### src/rtl/des_key_schedule_if.sv
// Handshake bundle between key-load logic, the DES key schedule and the round datapath.
interface des_key_schedule_if #(
    parameter int unsigned ROUND_IDX_W = 5
);
    logic                   i_start;
    logic                   i_decrypt;
    logic [55:0]            i_key;
    logic                   i_clear;
    logic                   i_ready;
    logic                   o_valid;
    logic [47:0]            o_round_key;
    logic [ROUND_IDX_W-1:0] o_round_idx;
    logic                   o_busy;
    logic                   o_done;

    // slave is the key schedule itself; master is whoever drives/consumes it
    modport slave (
        input  i_start, i_decrypt, i_key, i_clear, i_ready,
        output o_valid, o_round_key, o_round_idx, o_busy, o_done
    );
    modport master (
        output i_start, i_decrypt, i_key, i_clear, i_ready,
        input  o_valid, o_round_key, o_round_idx, o_busy, o_done
    );
endinterface

### src/rtl/des_key_schedule.sv
// Sequential DES round-key generator: one PC-2 compressed key per handshake,
// in encrypt (K1..KN) or decrypt (KN..K1) order from a single PC-1 key load.
module des_key_schedule #(
    parameter int unsigned NUM_ROUNDS     = 16,
    parameter logic [15:0] SHIFT_SCHEDULE = 16'h7EFC,
    parameter int unsigned ROUND_IDX_W    = 5
) (
    input  logic              i_clk,
    input  logic              i_rst,
    des_key_schedule_if.slave ks
);
    localparam int unsigned HALF_W  = 28;
    localparam int unsigned KEY_W   = 2 * HALF_W;
    localparam int unsigned SCHED_W = 1 << ROUND_IDX_W;
    localparam logic [SCHED_W-1:0] SCHED = SCHED_W'(SHIFT_SCHEDULE);

    // Net rotation after all rounds; decrypt starts from the last round's C/D.
    function automatic int unsigned total_shift();
        logic [15:0] s;
        int unsigned sum;
        s   = SHIFT_SCHEDULE;
        sum = 0;
        for (int unsigned i = 0; i < NUM_ROUNDS; i++) begin
            sum = sum + (s[0] ? 32'd2 : 32'd1);
            s   = s >> 1;
        end
        return sum % HALF_W;
    endfunction

    localparam logic [4:0] T_ROT = 5'(total_shift());

    function automatic logic [4:0] shamt(input logic two);
        return two ? 5'd2 : 5'd1;
    endfunction

    function automatic logic [HALF_W-1:0] rotl28(input logic [HALF_W-1:0] x, input logic [4:0] n);
        logic [KEY_W-1:0] dbl;
        dbl = {x, x} >> n;
        return dbl[HALF_W-1:0];
    endfunction

    function automatic logic [HALF_W-1:0] rotr28(input logic [HALF_W-1:0] x, input logic [4:0] n);
        logic [KEY_W-1:0] dbl;
        dbl = {x, x} << n;
        return dbl[KEY_W-1:HALF_W];
    endfunction

    function automatic logic [KEY_W-1:0] rotl56(input logic [KEY_W-1:0] cd, input logic [4:0] n);
        return {rotl28(cd[KEY_W-1:HALF_W], n), rotl28(cd[HALF_W-1:0], n)};
    endfunction

    function automatic logic [KEY_W-1:0] rotr56(input logic [KEY_W-1:0] cd, input logic [4:0] n);
        return {rotr28(cd[KEY_W-1:HALF_W], n), rotr28(cd[HALF_W-1:0], n)};
    endfunction

    typedef enum logic {IDLE, ISSUE} state_t;

    state_t                 state_q, state_d;
    logic [KEY_W-1:0]       cd_q, cd_d;
    logic [ROUND_IDX_W-1:0] idx_q, idx_d;
    logic                   mode_q, mode_d;
    logic                   valid_q, valid_d;
    logic                   done_q, done_d;
    logic                   last_c;
    logic [4:0]             step_enc_c, step_dec_c;

    assign last_c     = mode_q ? (idx_q == ROUND_IDX_W'(1)) : (idx_q == ROUND_IDX_W'(NUM_ROUNDS));
    assign step_enc_c = shamt(SCHED[idx_q]);
    assign step_dec_c = shamt(SCHED[idx_q - ROUND_IDX_W'(1)]);

    always_ff @(posedge i_clk or posedge i_rst) begin
        if (i_rst) begin
            state_q <= IDLE;
            cd_q    <= '0;
            idx_q   <= '0;
            mode_q  <= 1'b0;
            valid_q <= 1'b0;
            done_q  <= 1'b0;
        end else begin
            state_q <= state_d;
            cd_q    <= cd_d;
            idx_q   <= idx_d;
            mode_q  <= mode_d;
            valid_q <= valid_d;
            done_q  <= done_d;
        end
    end

    // Start is refused while o_done is still showing the previous schedule's end.
    always_comb begin
        state_d = state_q;
        cd_d    = cd_q;
        idx_d   = idx_q;
        mode_d  = mode_q;
        valid_d = valid_q;
        done_d  = 1'b0;
        if (ks.i_clear) begin
            state_d = IDLE;
            valid_d = 1'b0;
        end else begin
            case (state_q)
                IDLE: begin
                    if (ks.i_start && !done_q) begin
                        state_d = ISSUE;
                        valid_d = 1'b1;
                        mode_d  = ks.i_decrypt;
                        if (ks.i_decrypt) begin
                            cd_d  = rotl56(ks.i_key, T_ROT);
                            idx_d = ROUND_IDX_W'(NUM_ROUNDS);
                        end else begin
                            cd_d  = rotl56(ks.i_key, shamt(SCHED[0]));
                            idx_d = ROUND_IDX_W'(1);
                        end
                    end
                end
                ISSUE: begin
                    if (valid_q && ks.i_ready) begin
                        if (last_c) begin
                            state_d = IDLE;
                            valid_d = 1'b0;
                            done_d  = 1'b1;
                        end else if (mode_q) begin
                            cd_d  = rotr56(cd_q, step_dec_c);
                            idx_d = idx_q - ROUND_IDX_W'(1);
                        end else begin
                            cd_d  = rotl56(cd_q, step_enc_c);
                            idx_d = idx_q + ROUND_IDX_W'(1);
                        end
                    end
                end
                default: state_d = IDLE;
            endcase
        end
    end

    assign ks.o_valid     = valid_q;
    assign ks.o_busy      = valid_q;
    assign ks.o_done      = done_q;
    assign ks.o_round_idx = idx_q;

    // PC-2, listed from output bit 48 down to output bit 1
    assign ks.o_round_key = {
        cd_q[31], cd_q[28], cd_q[35], cd_q[49], cd_q[41], cd_q[45],
        cd_q[52], cd_q[33], cd_q[55], cd_q[38], cd_q[48], cd_q[43],
        cd_q[47], cd_q[32], cd_q[44], cd_q[50], cd_q[39], cd_q[29],
        cd_q[54], cd_q[46], cd_q[36], cd_q[30], cd_q[51], cd_q[40],
        cd_q[1],  cd_q[12], cd_q[19], cd_q[26], cd_q[6],  cd_q[15],
        cd_q[7],  cd_q[25], cd_q[3],  cd_q[11], cd_q[18], cd_q[22],
        cd_q[9],  cd_q[20], cd_q[5],  cd_q[14], cd_q[27], cd_q[2],
        cd_q[4],  cd_q[0],  cd_q[23], cd_q[10], cd_q[16], cd_q[13]
    };
endmodule

### src/flat_wrapper.sv
// flat-port wrapper written by rule: the top's interface ports become plain ports
module des_key_schedule_flat 
#(
    parameter int unsigned NUM_ROUNDS     = 16,
    parameter logic [15:0] SHIFT_SCHEDULE = 16'h7EFC,
    parameter int unsigned ROUND_IDX_W    = 5
)
  (i_clk, i_rst, ks_i_start, ks_i_decrypt, ks_i_key, ks_i_clear, ks_i_ready, ks_o_valid, ks_o_round_key, ks_o_round_idx, ks_o_busy, ks_o_done);
  des_key_schedule_if #(.ROUND_IDX_W(ROUND_IDX_W)) ks_i ();
  input  logic i_clk;
  input  logic i_rst;
  input wire logic [$bits(ks_i.i_start)-1:0] ks_i_start;
  input wire logic [$bits(ks_i.i_decrypt)-1:0] ks_i_decrypt;
  input wire logic [$bits(ks_i.i_key)-1:0] ks_i_key;
  input wire logic [$bits(ks_i.i_clear)-1:0] ks_i_clear;
  input wire logic [$bits(ks_i.i_ready)-1:0] ks_i_ready;
  output wire logic [$bits(ks_i.o_valid)-1:0] ks_o_valid;
  output wire logic [$bits(ks_i.o_round_key)-1:0] ks_o_round_key;
  output wire logic [$bits(ks_i.o_round_idx)-1:0] ks_o_round_idx;
  output wire logic [$bits(ks_i.o_busy)-1:0] ks_o_busy;
  output wire logic [$bits(ks_i.o_done)-1:0] ks_o_done;
  assign ks_i.i_start = ks_i_start;
  assign ks_i.i_decrypt = ks_i_decrypt;
  assign ks_i.i_key = ks_i_key;
  assign ks_i.i_clear = ks_i_clear;
  assign ks_i.i_ready = ks_i_ready;
  assign ks_o_valid = ks_i.o_valid;
  assign ks_o_round_key = ks_i.o_round_key;
  assign ks_o_round_idx = ks_i.o_round_idx;
  assign ks_o_busy = ks_i.o_busy;
  assign ks_o_done = ks_i.o_done;
  des_key_schedule #(.NUM_ROUNDS(NUM_ROUNDS), .SHIFT_SCHEDULE(SHIFT_SCHEDULE), .ROUND_IDX_W(ROUND_IDX_W)) u_core (.i_clk(i_clk), .i_rst(i_rst), .ks(ks_i));
endmodule
### config.mk
export PLATFORM = sky130hd
export DESIGN_NAME = des_key_schedule_flat
export DESIGN_NICKNAME = d
export VERILOG_FILES = /design/src/rtl/des_key_schedule_if.sv /design/src/rtl/des_key_schedule.sv /design/src/flat_wrapper.sv
export SDC_FILE = /design/constraint.sdc
export NUM_CORES = 1
export LEC_CHECK = 0
export CAP_MARGIN = 20
export CORE_MARGIN = 3
export CORE_UTILIZATION = 48
export CTS_CLUSTER_DIAMETER = 200
export DETAILED_ROUTE_END_ITERATION = 6
export PLACE_DENSITY = 0.78
export REMOVE_ABC_BUFFERS = 1
export SETUP_SLACK_MARGIN = 0.2
export SYNTH_ARGS = -nofsm -noshare
export SYNTH_HDL_FRONTEND = slang
export SYNTH_SLANG_ARGS = --single-unit
### constraint.sdc
create_clock -name i_clk -period 2.4 [get_ports i_clk]
set_input_delay 0.48 -clock i_clk [delete_from_list [all_inputs] [get_ports i_clk]]
set_output_delay 0.48 -clock i_clk [all_outputs]
set_load 0.01 [all_outputs]
==> results.toml, run 1 <==
[setup_path]
cp-end-kind = "register"
cp_cell_sequence = "inv_2, ha_4, xor2_2, mux2_4, a221o_4, buf_12, mux2_4, a211o_1"
r2r_setup_slack_ns = -0.12
reg2reg_depth = 8
reg2reg_from = "u_core.ks.o_round_idx[1]"
cp_slowest_cell = "a221o_4"
cp.required_ns = 2.61
cp-start-kind = "register"
cp_slowest_stage_delay_ns = 0.54
path_class = "register to register"
arrival_ns = 2.73
r2r-end = "u_core.cd_q[22]"
cp_num_buf_inv = 2
cp_common_cell = "mux2_4"
crit_family = "compound AO/OA/AOI/OAI gates"
crit_fanout = 6

[run_status]
violations = "setup timing"
run_status = "complete, but fails checks"

[global_route]
grt-ovfl-total = 0
grt_max_degree = 114
grtUsageTotal_pct = 22.46
grt_pass1_vias = 4786
grt_pass1_wl_um = 24560
antenna_found_initial = 0

[timing]
fin_worst_skew_ns = 0.004775
maxClockFrequency_mhz = 397.2
min_period_ns = 2.518
max_slew_margin_pct = 55.35
holdWs_ns = 0.5018
rsz0062_at_grt = "true"
hold_viol_final = 0
fin_ws_ns = -0.1176
finalCritPeriodShare_pct = 104.9
worstMarginPinSlew_ns = 0.6604
slew_violations = 0
finalSetupViolations = 55

[yosys]
synthArstFlopShare_pct = 100.0
synth.avg_cell_area_sq_um = 9.225
synth.area.top_cells = "dfrtp_1 28%, mux2i_1 19%, a211o_1 8.5%"
ys_types = 43
syn_area_sq_um = 5793
ys_seq_area_share_pct = 28.08
synth_top_area_cell = "dfrtp_1"
syn_inst = 628
ys_seq_elements = 65
synth_top_area_share_pct = 28.08
yosysWarnings = 0
synth_ff_type = "dfrtp_1"
synth_edf_count = 0

[cells_and_area]
drive_gt1_share_pct = 19.66
area_delta_synth_final_pct = 31.32
finalNonFillerCells = 845
final_util_pct = 65.50
antenna_cells = 0
design_area_sq_um = 7607
finalNetCount = 764

[clock_network]
clock_path_buffers = 2
htree_levels = 3
cts_root_buf = "clkbuf_16"
cts_tree = "built"
worstSkewPairLatency_ns = 0.33
hold_buffers = 0
cts-buffers-inserted = 9
clock_sinks = 65
clk_pin_slew_ns = 0.05

[power]
p_total_mw = 10.02
p_leak_nw = 3.875
clkPwrFrac_pct = 13.9
power.switching_mw = 3.720
ir_drop_uv = 521.9
comb_power_share_pct = 66.4
p_sw_share_pct = 37.15
powerDensity_nw_per_um2 = 1317
seq_power_share_pct = 19.7
p_int_mw = 6.295

[drt]
drcViolationCount = 0
viasPerCell = 6.005
routed_wl_um = 16330
dr.pass1.iters = 5
wl_per_cell_um = 19.32
vias = 5074
detail_route.iter0.violations = 311
ant_nets = 0

[floorplanning]
rows = 39
ios = 118
die_y_um = 115.9
start_util_pct = 49.88
die_area_sq_um = 13420
core_area_sq_um = 11610
fp.dieW_um = 115.9

[placed_design]
place_congestion = 0.8683
placed_area_sq_um = 6949
hpwl_um = 10150
dp.cells = 817
io_buffers = 117

[run]
drv_cap = 0

[worst_hold_path]
hold_class = "primary input to async pin"
sequential cells by signal (all words and copies together) (netlist names):
signal	count
u_core.mode_q	1
u_core.ks.o_busy	1
u_core.state_q	1
u_core.ks.o_done	1
u_core.cd_q	56
u_core.ks.o_round_idx	5
Yosys cell counts, types with 2 or more instances:
cell type,instances
a211o_1,56
a221o_1,2
a22o_1,2
a32oi_1,2
buf_1,5
buf_2,10
buf_4,49
buf_6,4
clkbuf_1,35
dfrtp_1,65
ha_1,4
inv_1,5
mux2_1,9
mux2_2,29
mux2_4,20
mux2i_1,112
nand2_1,64
nand3_1,2
nand3b_1,4
nor2_1,58
nor2b_1,3
nor3_1,5
o21ai_0,4
o22ai_1,55
o31ai_1,2
or2_2,3
xor2_1,3
metal layers:
| metal | part of all wire, % | vias to the layer above | GRT usage [%] | wire length [um] |
|---|---|---|---|---|
| li1 | - | 2402 | - | - |
| met1 | 45 | 2494 | 31.16 | 7355 |
| met2 | 49 | 159 | 36.75 | 7939 |
| met3 | 5.0 | 19 | 2.663 | 809 |
| met4 | 1.4 | 0 | 7.038 | 225 |
| met5 | 0 | - | 0 | 0 |
worst max-delay path by stage:
stage / startpoint / to / slack (ns) / depth (start not counted)
global placement: u_core.ks.o_round_idx[0] / u_core.cd_q[31] / -0.05 / 8
floorplan: u_core.ks.o_round_idx[1] / u_core.cd_q[18] / -5.60 / 7
detailed placement: u_core.ks.o_round_idx[0] / u_core.cd_q[32] / -0.16 / 8
global route: u_core.ks.o_round_idx[1] / u_core.cd_q[49] / -0.18 / 10
CTS: u_core.ks.o_round_idx[0] / u_core.cd_q[32] / -0.12 / 8
finish: u_core.ks.o_round_idx[1] / u_core.cd_q[22] / -0.12 / 8
worst reg2reg max path: stages, from the launching register on:
cell	delay, ns
dfrtp_1	0.38
inv_2	0.08
ha_4	0.15
xor2_2	0.15
mux2_4	0.35
a221o_4	0.54
buf_12	0.18
mux2_4	0.29
a211o_1	0.28
layout by cell type, fill, tap and decap left out, types with 2 or more instances in the layout:
| master | synthesis | routed |
|---|---|---|
| nor2_1 | 58 | 57 |
| nand2_1 | 64 | 64 |
| inv_1 | 5 | 2 |
| or2_2 | 3 | 3 |
| xor2_1 | 3 | 2 |
| buf_6 | 4 | 5 |
| ha_1 | 4 | 3 |
| mux2_2 | 29 | 24 |
| a211o_1 | 56 | 56 |
| a22o_1 | 2 | 2 |
| o22ai_1 | 55 | 55 |
| clkdlybuf4s50_1 | 0 | 116 |
| dfrtp_1 | 65 | 64 |
| buf_4 | 49 | 23 |
| nor3_1 | 5 | 4 |
| clkbuf_16 | 0 | 13 |
| a32oi_1 | 2 | 2 |
| nor2b_1 | 3 | 3 |
| clkbuf_1 | 35 | 2 |
| inv_2 | 0 | 3 |
| bufinv_16 | 0 | 2 |
| nand3b_1 | 4 | 4 |
| mux2i_1 | 112 | 112 |
| buf_12 | 0 | 12 |
| mux2_4 | 20 | 34 |
| o21ai_0 | 4 | 4 |
power by group through the flow:
stage	clock, mW	combinational [mW]	sequential (mW)
2_1_floorplan	0	2.97	1.95
3_3_place_gp	0	5.02	1.91
3_5_place_dp	0	5.16	1.93
4_1_cts	1.41	5.47	1.93
5_1_grt	1.45	7.01	2.03
6_report	1.39	6.65	1.97
metrics by stage:
| stage | TNS (ns) | setup WS (ns) |
|---|---|---|
| final | -4.902 | -0.1176 |
| after CTS | -3.654 | -0.1152 |
| after floorplan | -299.48 | -5.598 |
| after detailed placement | -6.169 | -0.1563 |
| after global routing | -7.921 | -0.1815 |
| after global placement | -1.287 | -0.04819 |
area by class of cell:
type | instances | area, sq um
Fill cell | 933 | 4006
Multi-Input combinational cell | 456 | 3725
Timing Repair Buffer | 161 | 1745
Sequential cell | 65 | 1628
Clock buffer | 12 | 246.5
Tap cell | 143 | 178.9
Clock inverter | 3 | 65.06
Inverter | 5 | 18.77
timing repair:
item,4_1_cts,5_1_grt
resized for setup,18,18
buffers inserted,2,4
pin swaps,8,37
endpoints found under the setup margin,59,59
gates cloned,0,7
kinds of logic (layout without fill, tap and decap cells):
group | Yosys count | in the layout | share of synthesized area (%)
mux | 170 | 170 | 31.92
simple gates | 145 | 145 | 10.45
compound gates | 132 | 133 | 17.17
buf+inv | 108 | 181 | 10.91
flops | 65 | 65 | 28.08
fa+ha+maj | 4 | 4 | 0.8640
xor+xnor | 4 | 4 | 0.6049
No activity file was read; power rests on OpenSTA's default activity.
==> run 2: changes to the inputs <==
--- a/config.mk
+++ b/config.mk
@@ -7,9 +7,10 @@
 export LEC_CHECK = 0
 export CAP_MARGIN = 20
 export CORE_MARGIN = 3
-export CORE_UTILIZATION = 48
+export CORE_UTILIZATION = 50
 export CTS_CLUSTER_DIAMETER = 200
 export DETAILED_ROUTE_END_ITERATION = 6
+export HOLD_SLACK_MARGIN = 0.15
 export PLACE_DENSITY = 0.78
 export REMOVE_ABC_BUFFERS = 1
 export SETUP_SLACK_MARGIN = 0.2
==> constraint.sdc (replaced) <==
create_clock -name i_clk -period 2.7 [get_ports i_clk]
set_input_delay 0.54 -clock i_clk [delete_from_list [all_inputs] [get_ports i_clk]]
set_output_delay 0.54 -clock i_clk [all_outputs]
set_load 0.01 [all_outputs]
==> run 2 against run 1 <==
The run now ends clean. Largest power group unchanged. Clock power is 22% lower. Non-clock buffer count shrank 11. Sequential cell count stayed put. Register-to-register slack improved by 0.32 ns. Fmax is 0.98% higher. Wire length fell by 2.7%. Critical path depth is the same. Clock skew increased by 0.0019 ns. Critical path type unchanged. First-iteration DRC count rose by 6.1%. Global-route usage grew 2.3 points. Sequential power is 11% lower.
==> results.toml, run 2 (synthesis gave the netlist of run 1 again) <==
[cells_and_area]
design_area_sq_um = 7416
final_cell_mix = "116 x clkdlybuf4s50_1, 112 x mux2i_1, 64 x nand2_1, 64 x dfrtp_1, 57 x nor2_1"
antenna_cells = 0
largest_reg_flops = 56
finalNetCount = 753
final_common_cell = "clkdlybuf4s50_1"
area_delta_synth_final_pct = 28.01
finalNonFillerCells = 832
regMostFlops = "u_core.cd_q"
drive_gt1_share_pct = 18.06

[floorplanning]
core_area_sq_um = 11080
rows = 38
fp.dieW_um = 113.6
die_area_sq_um = 12910
ios = 118
die_y_um = 113.6
start_util_pct = 52.29

[clock_network]
cts_tree = "built"
cts_root_buf = "clkbuf_16"
clk_pin_slew_ns = 0.06
htree_levels = 3
worstSkewPairLatency_ns = 0.32
clock_path_buffers = 2
clock_sinks = 65
cts-buffers-inserted = 9
hold_buffers = 0

[timing]
finalSetupViolations = 0
maxClockFrequency_mhz = 401.1
max_slew_margin_pct = 55.09
fin_ws_ns = 0.2069
worstMarginPinSlew_ns = 0.6736
hold_viol_final = 0
fin_worst_skew_ns = 0.006716
slew_violations = 0
rsz0062_at_grt = "true"
finalCritPeriodShare_pct = 92.34
min_period_ns = 2.493

[global_route]
grt_max_degree = 58
grt_pass1_vias = 5083
grtUsageTotal_pct = 24.74
grt-ovfl-total = 0
grt_pass1_wl_um = 26310
antenna_found_initial = 0

[setup_path]
crit_family = "compound AO/OA/AOI/OAI gates"
cp_cell_sequence = "inv_2, ha_4, xor2_2, mux2_4, a221o_4, buf_12, mux2_2, a211o_1"
cp-end-kind = "register"
arrival_ns = 2.70
path_class = "register to register"
crit_fanout = 9
cp_num_buf_inv = 2
cp_slowest_cell = "a221o_4"
cp-start-kind = "register"
r2r_setup_slack_ns = 0.21
cp_slowest_stage_delay_ns = 0.48
cp.required_ns = 2.90

[drt]
vias = 5072
wl_per_cell_um = 19.09
viasPerCell = 6.096
met2WireLength_um = 7664
wl_met1_um = 7142
wl_met3_um = 728
dr.pass1.iters = 5
detail_route.iter0.violations = 330
routed_wl_um = 15880
ant_nets = 0
routed.top_layer = "met4"
drcViolationCount = 0

[placed_design]
hpwl_um = 9984
place_congestion = 0.7865
place_ws_ns = -0.03796
io_buffers = 117
dp.cells = 804
placed_area_sq_um = 6833

[power]
p_leak_nw = 3.784
powerDensity_nw_per_um2 = 1153
ir_drop_uv = 770.0

[run]
drv_cap = 0

[worst_hold_path]
hold_class = "register to register"

[run_status]
run_status = "completed"
run 2: worst reg2reg max path: stages, from the launching register on:
cell and delay [ns]:
dfrtp_1 0.40, inv_2 0.09, ha_4 0.15, xor2_2 0.16, mux2_4 0.35, a221o_4 0.48, buf_12 0.18, mux2_2 0.27
a211o_1 0.29
run 2: worst paths after layout:
kind / startpoint / to / cells after the start
max: u_core.ks.o_round_idx[1] / u_core.cd_q[15] / 8
min: u_core.ks.o_busy / u_core.ks.o_busy / 2
max reg2reg: u_core.ks.o_round_idx[1] / u_core.cd_q[15] / 8
min reg2reg: u_core.ks.o_busy / u_core.ks.o_busy / 2
max in group asynchronous: i_rst / u_core.cd_q[20] / 3
min in group asynchronous: i_rst / u_core.cd_q[7] / 2
run 2: through the flow:
step,TNS (ns),power (mW),util (%),hold WS [ns]
after floorplan,-282.68,4.482,-,0.5362
after global placement,0,6.081,61.68,0.5652
after detailed placement,-0.3656,6.209,61.68,0.5806
after CTS,0,8.438,66.66,0.5984
after global routing,0,9.019,66.94,0.6368
final,0,8.552,66.94,0.6052
run 2: layout make-up:
class,instances,area [sq um]
sequential,65,1628
fill,885,3662
inverter,5,18.77
tap,140,175.2
clock inverter,3,15.01
multi-input combinational,456,3691
timing repair buffer,150,1628
clock buffer,13,260.3
run 2: repair_timing:
action,CTS,global route
pin swaps,40,2
gates cloned,4,0
buffers inserted,8,0
gates resized for setup,32,6
setup endpoints to repair,55,58
run 2: metal layers:
| layer | vias up | GRT usage (%) |
|---|---|---|
| met1 | 2495 | 34.41 |
| met4 | 0 | 7.933 |
| met3 | 21 | 3.820 |
| met5 | - | 0 |
| li1 | 2391 | - |
| met2 | 165 | 39.65 |
run 2: power breakdown:
| part | switching (mW) | internal (mW) | leakage (nW) | total, mW |
|---|---|---|---|---|
| Combinational | 2.30 | 3.41 | 2.84 | 5.72 |
| Sequential | 0.500 | 1.25 | 0.809 | 1.75 |
| Clock | 0.416 | 0.667 | 0.139 | 1.08 |
| Total | 3.22 | 5.33 | 3.78 | 8.55 |
==> run 3: changes to the inputs <==
--- a/config.mk
+++ b/config.mk
@@ -11,7 +11,8 @@
 export CTS_CLUSTER_DIAMETER = 200
 export DETAILED_ROUTE_END_ITERATION = 6
 export HOLD_SLACK_MARGIN = 0.15
-export PLACE_DENSITY = 0.78
+export MAX_ROUTING_LAYER = met4
+export PLACE_DENSITY = 0.8
 export REMOVE_ABC_BUFFERS = 1
 export SETUP_SLACK_MARGIN = 0.2
 export SYNTH_ARGS = -nofsm -noshare
==> run 3 against run 2 <==
First-iteration DRC count grew 12%. Cell area fell by 2.4%. Clock power up 19%. Power fell by 7.3%. Register-to-register slack worse by 0.03 ns. Utilization is 1.6 points lower. Count of clock-buffer cells in the layout shrank 2. Via count shrank 3.3%. Largest power group unchanged.
==> results.toml, run 3 (synthesis gave the netlist of run 1 again) <==
[cells_and_area]
area_delta_synth_final_pct = 24.99
antenna_cells = 0
regMostFlops = "u_core.cd_q"
finalNetCount = 740
n_fill_cell = 894
final_cell_mix = "116 x clkdlybuf4s50_1, 112 x mux2i_1, 65 x dfrtp_1"
final_common_cell = "clkdlybuf4s50_1"
largest_reg_flops = 56
drive_gt1_share_pct = 15.17

[placed_design]
place_congestion = 0.8619
hpwl_um = 9779
io_buffers = 117
place_ws_ns = 0.06074

[timing]
finalSetupTns_ns = 0
fin_worst_skew_ns = 0.009039
max_slew_margin_pct = 55.70
maxClockFrequency_mhz = 396.6
min_period_ns = 2.522
holdWs_ns = 0.5558
worstMarginPinSlew_ns = 0.6552
slew_violations = 0
finalSetupViolations = 0
fin_ws_ns = 0.1784
hold_viol_final = 0
finalCritPeriodShare_pct = 93.39
rsz0062_at_grt = "true"

[drt]
wl_per_cell_um = 18.46
vias = 4904
dr.pass1.iters = 5
detail_route.iter0.violations = 369
drcViolationCount = 0
ant_nets = 0
routed_wl_um = 15120
viasPerCell = 5.988

[floorplanning]
start_util_pct = 52.29
core_area_sq_um = 11080
die_area_sq_um = 12910
ios = 118
rows = 38
fp.dieW_um = 113.6
die_y_um = 113.6

[clock_network]
htree_levels = 3
cts_tree = "built"
worstSkewPairLatency_ns = 0.33
cts_root_buf = "clkbuf_16"
clk_pin_slew_ns = 0.06
clock_sinks = 65
clock_path_buffers = 2
cts-buffers-inserted = 9

[power]
powerDensity_nw_per_um2 = 1095
ir_drop_uv = 772.6
p_leak_nw = 3.673

[setup_path]
crit_family = "compound AO/OA/AOI/OAI gates"
cp-end-kind = "register"
cp_slowest_stage_delay_ns = 0.47
cp.required_ns = 2.91
cp_common_cell = "mux2_4"
path_class = "register to register"
crit_fanout = 14
cp_num_buf_inv = 2
cp_slowest_cell = "a221o_4"
arrival_ns = 2.73
cp-start-kind = "register"
cp_cell_sequence = "inv_2, ha_4, xor2_2, mux2_4, a221o_4, clkbuf_16, mux2_4, a211o_1"

[run]
drv_cap = 0

[global_route]
antenna_found_initial = 0
grt_max_degree = 114
grtUsageTotal_pct = 23.41
grt-ovfl-total = 0
grt_pass1_vias = 4774
grt_pass1_wl_um = 24560

[run_status]
run_status = "completed"

[worst_hold_path]
hold_class = "primary input to async pin"
[run 3: cell types whose count changed in the layout (fill, tap and decap cells not counted), moves of 2 or more]
cell       before  now
clkbuf_16       9   11
mux2_1          0    8
mux2_4         31   21
mux2_2         27   29
clkbuf_1        2    0
bufinv_16       0    2
buf_4          16   10
buf_6           3    0
buf_16          3    0
[run 3: power by group]
| part | total [mW] | internal [mW] | switching, mW |
|---|---|---|---|
| logic | 4.91 | 2.84 | 2.07 |
| registers | 1.73 | 1.25 | 0.477 |
| clock network | 1.29 | 0.855 | 0.436 |
| total | 7.93 | 4.94 | 2.98 |
[run 3: per-stage QoR]
stage | total power, mW | util (%) | instances | instance area, sq um
detailed placement | 6.128 | 61.23 | 799 | 6783
global placement | 5.998 | 61.23 | 799 | 6783
global route | 8.346 | 65.36 | 819 | 7241
finish | 7.926 | 65.36 | 819 | 7241
CTS | 7.472 | 64.36 | 815 | 7129
floorplan | 4.482 | - | 525 | 5180
[run 3: final timing paths]
path                                           from              end  slack (ns)  depth (start not counted)
max in group asynchronous                     i_rst  u_core.cd_q[48]        1.53                          3
max                        u_core.ks.o_round_idx[1]  u_core.cd_q[29]        0.18                          8
max reg2reg                u_core.ks.o_round_idx[1]  u_core.cd_q[29]        0.18                          8
min in group i_clk                  u_core.cd_q[17]  u_core.cd_q[18]        0.59                          2
min                                           i_rst   u_core.state_q        0.56                          2
min reg2reg                         u_core.cd_q[17]  u_core.cd_q[18]        0.59                          2
[run 3: per-layer routing]
layer | wire [um] | global-route usage (%)
met1 | 7093 | 32.48
met2 | 7249 | 36.47
met3 | 634 | 3.660
met4 | 142 | 4.968
met5 | 0 | -
[run 3: timing repair]
item                       4_1_cts  5_1_grt
cloned                           0        2
setup endpoints to repair       55       56
buffers inserted                 0        2
hold endpoints to repair         0        0
resized for setup                5        9
hold buffers                     0        0
[run 3: final cells by class]
cell class                 count  area (sq um)  area share (%)
multi-input combinational    455          3608           49.84
sequential                    65          1627           22.46
timing repair buffer         138          1481           20.46
clock buffer                  11         252.7           3.491
tap                          140         175.2           2.419
clock inverter                 5         77.57           1.071
inverter                       5         18.77          0.2592
